<file path="src/rtl/csa_seq_pkg.sv">
// Shared types and constants for the slice-serial carry skip adder sequencer.
package csa_seq_pkg;

    localparam int unsigned SLICE_W = 4;

    typedef enum logic [1:0] {
        IDLE = 2'd0,
        RUN  = 2'd1,
        DONE = 2'd2
    } csa_state_e;

    // Number of 4-bit slices needed to cover a given operand width.
    function automatic int unsigned nslice(input int unsigned width);
        return width / SLICE_W;
    endfunction

endpackage

</file>
<file path="src/rtl/CSA.sv">
// 4-bit carry skip adder: ripple chain with a block-propagate bypass of the carry-in.
module CSA (
    input  logic [3:0] a,
    input  logic [3:0] b,
    input  logic       cin,
    output logic [3:0] s,
    output logic       cout
);

    logic [3:0] p;
    logic [4:0] c;

    always_comb begin
        p    = a ^ b;
        c    = '0;
        c[0] = cin;
        for (int i = 0; i < 4; i++) begin
            c[i+1] = (a[i] & b[i]) | (p[i] & c[i]);
        end
        s    = p ^ c[3:0];
        // Whole block propagates: carry-in skips straight to the output.
        cout = (&p) ? cin : c[4];
    end

endmodule

</file>
<file path="src/rtl/csa_seq_ctrl.sv">
// Wide adder built by stepping one 4-bit CSA across WIDTH/4 slices, LSB slice first.
module csa_seq_ctrl
    import csa_seq_pkg::*;
#(
    parameter int unsigned WIDTH = 16
) (
    input  logic             clk,
    input  logic             rst,
    input  logic             in_valid,
    output logic             in_ready,
    input  logic [WIDTH-1:0] a,
    input  logic [WIDTH-1:0] b,
    input  logic             cin,
    output logic             out_valid,
    input  logic             out_ready,
    output logic [WIDTH-1:0] s,
    output logic             cout,
    output logic             ovf
);

    localparam int unsigned NSLICE = nslice(WIDTH);
    localparam int unsigned IDX_W  = (NSLICE > 1) ? $clog2(NSLICE) : 1;

    generate
        if ((WIDTH % SLICE_W) != 0 || WIDTH < 8) begin : g_bad_width
            $error("csa_seq_ctrl: WIDTH must be a multiple of 4 and at least 8");
        end
    endgenerate

    csa_state_e       state_q, state_d;
    logic [WIDTH-1:0] a_q, a_d;
    logic [WIDTH-1:0] b_q, b_d;
    logic [WIDTH-1:0] s_q, s_d;
    logic             carry_q, carry_d;
    logic             ovf_q, ovf_d;
    logic [IDX_W-1:0] idx_q, idx_d;

    logic [IDX_W+1:0]   slice_lsb;
    logic [SLICE_W-1:0] csa_a, csa_b, csa_s;
    logic               csa_cout;

    // Operand slice select for the current step.
    always_comb begin
        slice_lsb = {idx_q, 2'b00};
        csa_a     = a_q[slice_lsb +: SLICE_W];
        csa_b     = b_q[slice_lsb +: SLICE_W];
    end

    CSA u_csa (
        .a    (csa_a),
        .b    (csa_b),
        .cin  (carry_q),
        .s    (csa_s),
        .cout (csa_cout)
    );

    always_ff @(posedge clk or posedge rst) begin
        if (rst) begin
            state_q <= IDLE;
            a_q     <= '0;
            b_q     <= '0;
            s_q     <= '0;
            carry_q <= 1'b0;
            ovf_q   <= 1'b0;
            idx_q   <= '0;
        end else begin
            state_q <= state_d;
            a_q     <= a_d;
            b_q     <= b_d;
            s_q     <= s_d;
            carry_q <= carry_d;
            ovf_q   <= ovf_d;
            idx_q   <= idx_d;
        end
    end

    always_comb begin
        state_d = state_q;
        a_d     = a_q;
        b_d     = b_q;
        s_d     = s_q;
        carry_d = carry_q;
        ovf_d   = ovf_q;
        idx_d   = idx_q;

        unique case (state_q)
            IDLE: begin
                if (in_valid) begin
                    a_d     = a;
                    b_d     = b;
                    carry_d = cin;
                    idx_d   = '0;
                    state_d = RUN;
                end
            end
            RUN: begin
                s_d[slice_lsb +: SLICE_W] = csa_s;
                carry_d                   = csa_cout;
                if (idx_q == IDX_W'(NSLICE - 1)) begin
                    // Overflow is latched with the final slice so it lands with s and cout.
                    ovf_d   = (a_q[WIDTH-1] == b_q[WIDTH-1]) && (s_d[WIDTH-1] != a_q[WIDTH-1]);
                    state_d = DONE;
                end else begin
                    idx_d = idx_q + IDX_W'(1);
                end
            end
            DONE: begin
                if (out_ready) begin
                    state_d = IDLE;
                end
            end
            default: state_d = IDLE;
        endcase
    end

    assign in_ready  = (state_q == IDLE);
    assign out_valid = (state_q == DONE);
    assign s         = s_q;
    assign cout      = carry_q;
    assign ovf       = ovf_q;

endmodule
</file>
<file path="config.mk">
export PLATFORM = sky130hd
export DESIGN_NAME = csa_seq_ctrl
export DESIGN_NICKNAME = d
export VERILOG_FILES = /design/src/rtl/csa_seq_pkg.sv /design/src/rtl/CSA.sv /design/src/rtl/csa_seq_ctrl.sv
export SDC_FILE = /design/constraint.sdc
export NUM_CORES = 1
export LEC_CHECK = 0
export ABC_AREA = 1
export CELL_PAD_IN_SITES_DETAIL_PLACEMENT = 1
export CELL_PAD_IN_SITES_GLOBAL_PLACEMENT = 1
export CORE_MARGIN = 3
export CORE_UTILIZATION = 40
export CTS_CLUSTER_SIZE = 28
export DETAILED_ROUTE_END_ITERATION = 7
export GPL_TIMING_DRIVEN = 0
export PLACE_DENSITY_LB_ADDON = 0.1
export SLEW_MARGIN = 5
export SYNTH_ARGS = -nofsm -noshare
export SYNTH_HDL_FRONTEND = slang
export SYNTH_SLANG_ARGS = --single-unit
export TNS_END_PERCENT = 100
</file>
<file path="constraint.sdc">
create_clock -name clk -period 8.42 [get_ports clk]
set_input_delay 1.263 -clock clk [delete_from_list [all_inputs] [get_ports clk]]
set_output_delay 1.263 -clock clk [all_outputs]
set_load 0.05 [all_outputs]
</file>
==> impl_metrics.py, run 1 <==
metrics = {
    "timing": {
        "tightestPinTransition_ns": 0.5694,
        "finalHoldViolCount": 0,
        "max_freq_mhz": 288.8,
        "fin_hold_ws_ns": 0.4876,
        "period_minus_slack_ns": 3.463,
        "rsz0062_at_grt": "no",
        "fin_setup_tns_ns": 0,
        "slew_violations": 0,
        "final.setup_skew_ns": 0.005961,
        "maxSlewHeadroom_pct": 61.98,
        "finalCritPeriodShare_pct": 41.13,
        "setup_viol_count_final": 0,
    },
    "logic_synthesis": {
        "synth-edff-count": 0,
        "synthTopCellsByArea": "dfrtp_1, nand2_1, ha_1, o21ai_0, fa_1",
        "yosysMostFrequentCell": "nand2_1",
        "synthArstFlopShare_pct": 100.0,
        "synthFlopType": "dfrtp_1",
        "netlist_area_sq_mm": 0.002710,
        "ys_types": 28,
        "synth_common_cells": "nand2_1, dfrtp_1, o21ai_0",
        "synth_top_area_share_pct": 49.86,
        "syn-num-nets": 371,
        "synthCells": 320,
        "ys_warn_count": 0,
        "yosysTopAreaCell": "dfrtp_1",
        "seq_area_frac_synth_pct": 49.86,
        "ys_seq_elements": 54,
        "synth.avg_cell_area_sq_um": 8.469,
    },
    "clock_tree": {
        "cts_tree": "built",
        "clk_pin_slew_ns": 0.09,
        "clk_path_buf_depth": 2,
        "htreeDepth": 2,
        "insertion_delay_ns": 0.31,
        "cts_setup_buffers": 0,
        "cts-root-buf": "clkbuf_8",
        "cts_inserted_buffers": 5,
        "clock-sinks": 54,
        "ctsHoldBuffers": 0,
        "ctsResizeCount": 0,
    },
    "die": {
        "std_cell_rows": 29,
        "core_area_sq_mm": 0.006459,
        "dieHeight_um": 88.31,
        "num_io_pins": 57,
        "die-area_sq_mm": 0.007799,
        "initial_core_util_pct": 41.96,
        "die-width_um": 88.31,
    },
    "global_routing": {
        "first_global_vias": 2491,
        "grt_usage_pct": 18.75,
        "grt_max_degree": 30,
        "antenna_found_initial": 0,
        "gr-total-overflow": 0,
        "grt_pass1_wl_um": 11390,
    },
    "detailed_routing": {
        "drc_errors": 0,
        "drt_iter0_drc": 89,
        "wl_um": 6595,
        "firstDrtPassIters": 4,
        "wl_per_cell_um": 14.27,
        "antenna_left": 0,
        "viasPerCell": 4.985,
        "vias": 2303,
    },
    "final_layout": {
        "stdcell_area_sq_mm": 0.003497,
        "utilization_pct": 54.15,
        "area.growth.synth_to_final_pct": 29.04,
        "fin_nets": 435,
        "multi_input_area_sq_mm": 0.001192,
        "diodes": 0,
        "num-fill-cells": 771,
        "final_layout_size_suffix_gt1_share_pct": 8.571,
        "seqCellArea_sq_mm": 0.001351,
    },
    "setup_path": {
        "r2r_cells": 16,
        "path_depth": 16,
        "worstSetupEndpointType": "flop",
        "cp-start-kind": "flop",
        "cp_slowest_cell": "dfrtp_1",
        "rrSetupSlack_ns": 4.96,
        "worstPathArrival_ns": 3.67,
        "cp_max_fo": 12,
        "critPathKind": "reg -> reg",
        "cp.required_ns": 8.63,
        "critical-path-top-delay-family": "adder cells",
        "crit_chain": "inv_1, buf_2, o21ai_0, o22ai_1, fa_1, inv_1, fa_1, fa_1, inv_1, fa_1, inv_1, nor2_1, nand3_1, nand3_1, nand3_1, nand2_1",
        "cpPeakStageDelay_ns": 0.51,
        "critPathBufInv": 5,
    },
    "pwr": {
        "clockPowerShare_pct": 11.5,
        "switching_share_pct": 47.82,
        "comb_power_share_pct": 57.7,
        "irDropWorstVdd_uv": 142.8,
        "p_seq_share_pct": 30.8,
        "power.leakage_nw": 1.731,
        "power.switching_uw": 684.9,
        "internal_power_uw": 747.3,
        "p_per_area_mw_per_mm2": 409.6,
    },
    "hold_path": {
        "hp-class": "reg -> reg",
        "hold_depth": 2,
    },
    "run_status": {
        "status": "finished clean",
    },
    "placement": {
        "dpl_cell_area_sq_mm": 0.003387,
        "port_buffers": 56,
        "gp_congestion": 0.7906,
        "dp_hpwl_um": 5021,
    },
    "run": {
        "drv_cap": 0,
    },
}
## routing by layer
metal / part of all wire, % / vias up / wire length (um) / track usage [%]
met5: 0 / - / 0 / 0
met4: 1.4 / 0 / 92 / 5.632
met3: 2.9 / 8 / 190 / 2.980
met2: 53 / 38 / 3490 / 35.42
met1: 43 / 1113 / 2821 / 21.64
li1: - / 1144 / - / -
## worst min-delay path, stage by stage, from the launching register on
cell	delay, ns
dfrtp_1	0.35
nand2_1	0.05
nand2_1	0.06
## sequential cells by signal, summed over array words and instances (netlist names)
signal	flops
a_q	16
b_q	16
cout	1
idx_q	2
ovf	1
s	16
state_q	2
## final timing paths
path,startpoint,endpoint
worst min register to register,b_q[9]$_DFFE_PP0P_,b_q[9]$_DFFE_PP0P_
min in group asynchronous,rst,s[7]$_DFFE_PP0P_
worst max-delay path,idx_q[1]$_DFFE_PP0P_,ovf$_DFFE_PP0P_
max in group asynchronous,rst,a_q[10]$_DFFE_PP0P_
worst max register to register,idx_q[1]$_DFFE_PP0P_,ovf$_DFFE_PP0P_
worst min-delay path,b_q[9]$_DFFE_PP0P_,b_q[9]$_DFFE_PP0P_
## area by class of cell
class,instances,share of cell area (%)
inverter,21,2.397
clock buffer,8,3.148
multi-input combinational,233,34.10
buffer,12,2.361
tap,77,2.755
sequential,54,38.64
timing repair buffer,57,16.60
## cell usage in the layout (no fill, tap or decap), types with 2 or more instances in the layout
cell type        instances
a21oi_1                  4
a32oi_1                  3
buf_2                    5
buf_4                    4
buf_6                    2
clkbuf_8                 8
clkdlybuf4s50_1         56
dfrtp_1                 54
fa_1                     4
ha_1                    10
inv_1                   17
inv_2                    3
nand2_1                134
nand2_4                  3
nand3_1                 11
nand3b_1                 2
nand4_1                  2
nor2_1                  17
o21ai_0                 24
o21ai_1                  3
o22ai_1                  5
o31ai_1                  5
## logic make-up after synthesis
group | share of synthesized area [%]
AO/OA/AOI/OAI | 10.16
adder cells (fa/ha/maj) | 7.572
buffers and inverters | 6.140
flip-flops | 49.86
AND/OR/NAND/NOR | 26.27
## through the flow
| stage | power [mW] | std cells | setup slack, ns |
|---|---|---|---|
| after floorplan | 1.022 | 320 | 5.451 |
| after global placement | 1.254 | 453 | 4.817 |
| after detailed placement | 1.277 | 454 | 4.947 |
| after CTS | 1.457 | 462 | 4.940 |
| after global routing | 1.580 | 462 | 4.655 |
| final | 1.432 | 462 | 4.957 |
## power groups by stage
stage / Sequential (mW) / Clock (mW) / Combinational, mW
global placement: 0.444 / 0 / 0.810
CTS: 0.444 / 0.172 / 0.842
global route: 0.458 / 0.179 / 0.944
floorplan: 0.512 / 0 / 0.509
finish: 0.441 / 0.165 / 0.826
detailed placement: 0.448 / 0 / 0.829
No activity file was read; power rests on OpenSTA's default activity.
==> run 2, diff against run 1 <==
CORE_UTILIZATION = 38   (was 40)
clock period = 3.2 ns   (was 8.42 ns; I/O delays follow)
==> run 2 against run 1 <==
Effect of this change:
- final cell count grew 5.2%
- sequential cell count is the same
- wire length grew 3.7%
- via count grew 1.5%
- global-route usage shrank 1.2 points
- clock power grew to 2.8 times the previous value
- sequential share of layout area shrank 1.2 points
- sequential power grew to 2.7 times the previous value
- critical path depth grew 1
- first-iteration DRC count shrank 60%
- critical endpoint unchanged
- largest cell class unchanged
==> impl_metrics.py, run 2 (same netlist as run 1, synthesis figures left out) <==
metrics = {
    "placement": {
        "gp_congestion": 0.8085,
        "dpl_cell_area_sq_mm": 0.003411,
        "dp_hpwl_um": 5267,
        "post-place-ws_ns": -0.2571,
        "port_buffers": 56,
    },
    "timing": {
        "postLayoutSetupSlackWorst_ns": 0.1152,
        "period_minus_slack_ns": 3.085,
        "tightestPinTransition_ns": 0.5217,
        "setup_viol_count_final": 0,
        "finalHoldViolCount": 0,
        "final.setup_skew_ns": 0.008143,
        "fin_hold_ws_ns": 0.4870,
        "slew_violations": 0,
        "finalCritPeriodShare_pct": 96.40,
        "maxSlewHeadroom_pct": 65.17,
        "max_freq_mhz": 324.2,
    },
    "global_routing": {
        "grt_busiest_layer": "met2",
        "antenna_found_initial": 0,
        "grt_max_degree": 32,
        "first_global_vias": 2456,
        "grt_pass1_wl_um": 11610,
        "grt_usage_pct": 17.53,
        "gr-total-overflow": 0,
        "met3_usage_pct": 3.083,
        "grt_util_met1_pct": 20.48,
        "use_met2_pct": 32.55,
    },
    "clock_tree": {
        "cts_inserted_buffers": 5,
        "clk_pin_slew_ns": 0.10,
        "cts_tree": "built",
        "clk_path_buf_depth": 2,
        "ctsHoldBuffers": 0,
        "cts-root-buf": "clkbuf_8",
        "clock-sinks": 54,
        "htreeDepth": 2,
        "insertion_delay_ns": 0.31,
    },
    "die": {
        "num_io_pins": 57,
        "die-width_um": 90.45,
        "core_area_sq_mm": 0.006869,
        "dieHeight_um": 90.45,
        "std_cell_rows": 30,
        "initial_core_util_pct": 39.45,
        "die-area_sq_mm": 0.008181,
    },
    "detailed_routing": {
        "antenna_left": 0,
        "vias": 2337,
        "drc_errors": 0,
        "wl_um": 6841,
        "viasPerCell": 4.809,
        "firstDrtPassIters": 4,
        "wl_per_cell_um": 14.08,
        "drt_iter0_drc": 36,
    },
    "final_layout": {
        "num-fill-cells": 823,
        "area.growth.synth_to_final_pct": 33.29,
        "layout_commonest_cell": "nand2_1",
        "utilization_pct": 52.59,
        "final_cell_mix": "nand2_1, clkdlybuf4s50_1, dfrtp_1, o21ai_0, nor2_1",
        "fin_nets": 440,
        "stdcell_area_sq_mm": 0.003612,
        "final_layout_size_suffix_gt1_share_pct": 13.08,
        "diodes": 0,
    },
    "setup_path": {
        "crit_chain": "buf_6, inv_4, buf_8, nor2_1, o22ai_2, fa_2, inv_1, fa_2, fa_2, inv_2, fa_2, inv_2, nor2_2, nand3_1, nand3_1, nand3_1, nand2_1",
        "cp_common_cell": "fa_2",
        "worstPathArrival_ns": 3.30,
        "cp.required_ns": 3.41,
        "cp_slowest_cell": "fa_2",
        "cp-start-kind": "flop",
        "cp_max_fo": 10,
        "worstSetupEndpointType": "flop",
        "cpPeakStageDelay_ns": 0.45,
        "critPathKind": "reg -> reg",
    },
    "pwr": {
        "irDropWorstVdd_uv": 335.9,
        "power.leakage_nw": 1.758,
        "total_power_mw": 4.020,
        "p_per_area_mw_per_mm2": 1113,
    },
    "run_status": {
        "status": "finished clean",
    },
    "hold_path": {
        "hp-class": "reg -> reg",
    },
    "run": {
        "drv_cap": 0,
    },
}
==> run 2: timing repair <==
item | 4_1_cts | 5_1_grt
resized for setup | 9 | 15
setup buffers | 1 | 4
setup endpoints to repair | 5 | 2
pin swaps | 2 | 4
==> run 2: worst max-delay path: cells and delay by family, from the launching register on <==
kind | cells | cell delay [ns]
simple gates | 6 | 0.39
buf+inv | 6 | 0.57
flops | 1 | 0.40
compound gates | 1 | 0.24
fa+ha+maj | 4 | 1.38
==> run 2: where the power goes <==
group          total [mW]  switching (mW)  internal, mW  leakage [nW]
combinational        2.39            1.49         0.907          1.01
sequential           1.17           0.200         0.968         0.691
clock               0.459           0.224         0.235        0.0524
total                4.02            1.91          2.11          1.76
==> run 2: cell type report <==
cell class / count / area (sq um) / share of cell area (%)
Tap cell: 96 / 120.1 / 3.325
Clock inverter: 1 / 30.03 / 0.8313
Inverter: 21 / 86.33 / 2.390
Buffer: 12 / 95.09 / 2.632
Multi-Input combinational cell: 233 / 1234 / 34.15
Clock buffer: 7 / 76.32 / 2.113
Timing Repair Buffer: 62 / 618.1 / 17.11
Sequential cell: 54 / 1353 / 37.44
==> run 2: stage by stage <==
| stage | cells | setup TNS (ns) |
|---|---|---|
| 2_1_floorplan | 320 | 0 |
| 3_3_place_gp | 472 | -0.3899 |
| 3_5_place_dp | 473 | -0.5710 |
| 4_1_cts | 482 | 0 |
| 5_1_grt | 486 | -0.01377 |
| 6_report | 486 | 0 |
==> run 2: path summary, 6_finish.rpt <==
| path | startpoint | endpoint | slack, ns | cells after the start |
|---|---|---|---|---|
| worst max-delay path | idx_q[0]$_DFFE_PP0P_ | ovf$_DFFE_PP0P_ | 0.12 | 17 |
| worst min-delay path | s[5]$_DFFE_PP0P_ | s[5]$_DFFE_PP0P_ | 0.49 | 2 |
| worst max register to register | idx_q[0]$_DFFE_PP0P_ | ovf$_DFFE_PP0P_ | 0.12 | 17 |
| worst min register to register | s[5]$_DFFE_PP0P_ | s[5]$_DFFE_PP0P_ | 0.49 | 2 |
| max in group asynchronous | rst | a_q[5]$_DFFE_PP0P_ | 2.13 | 3 |
| min in group asynchronous | rst | ovf$_DFFE_PP0P_ | 0.52 | 2 |
==> run 2: routing by layer <==
metal,wire [um],vias up
li1,-,1160
met1,2923,1130
met2,3599,39
met3,208,8
met4,109,0
met5,0,-
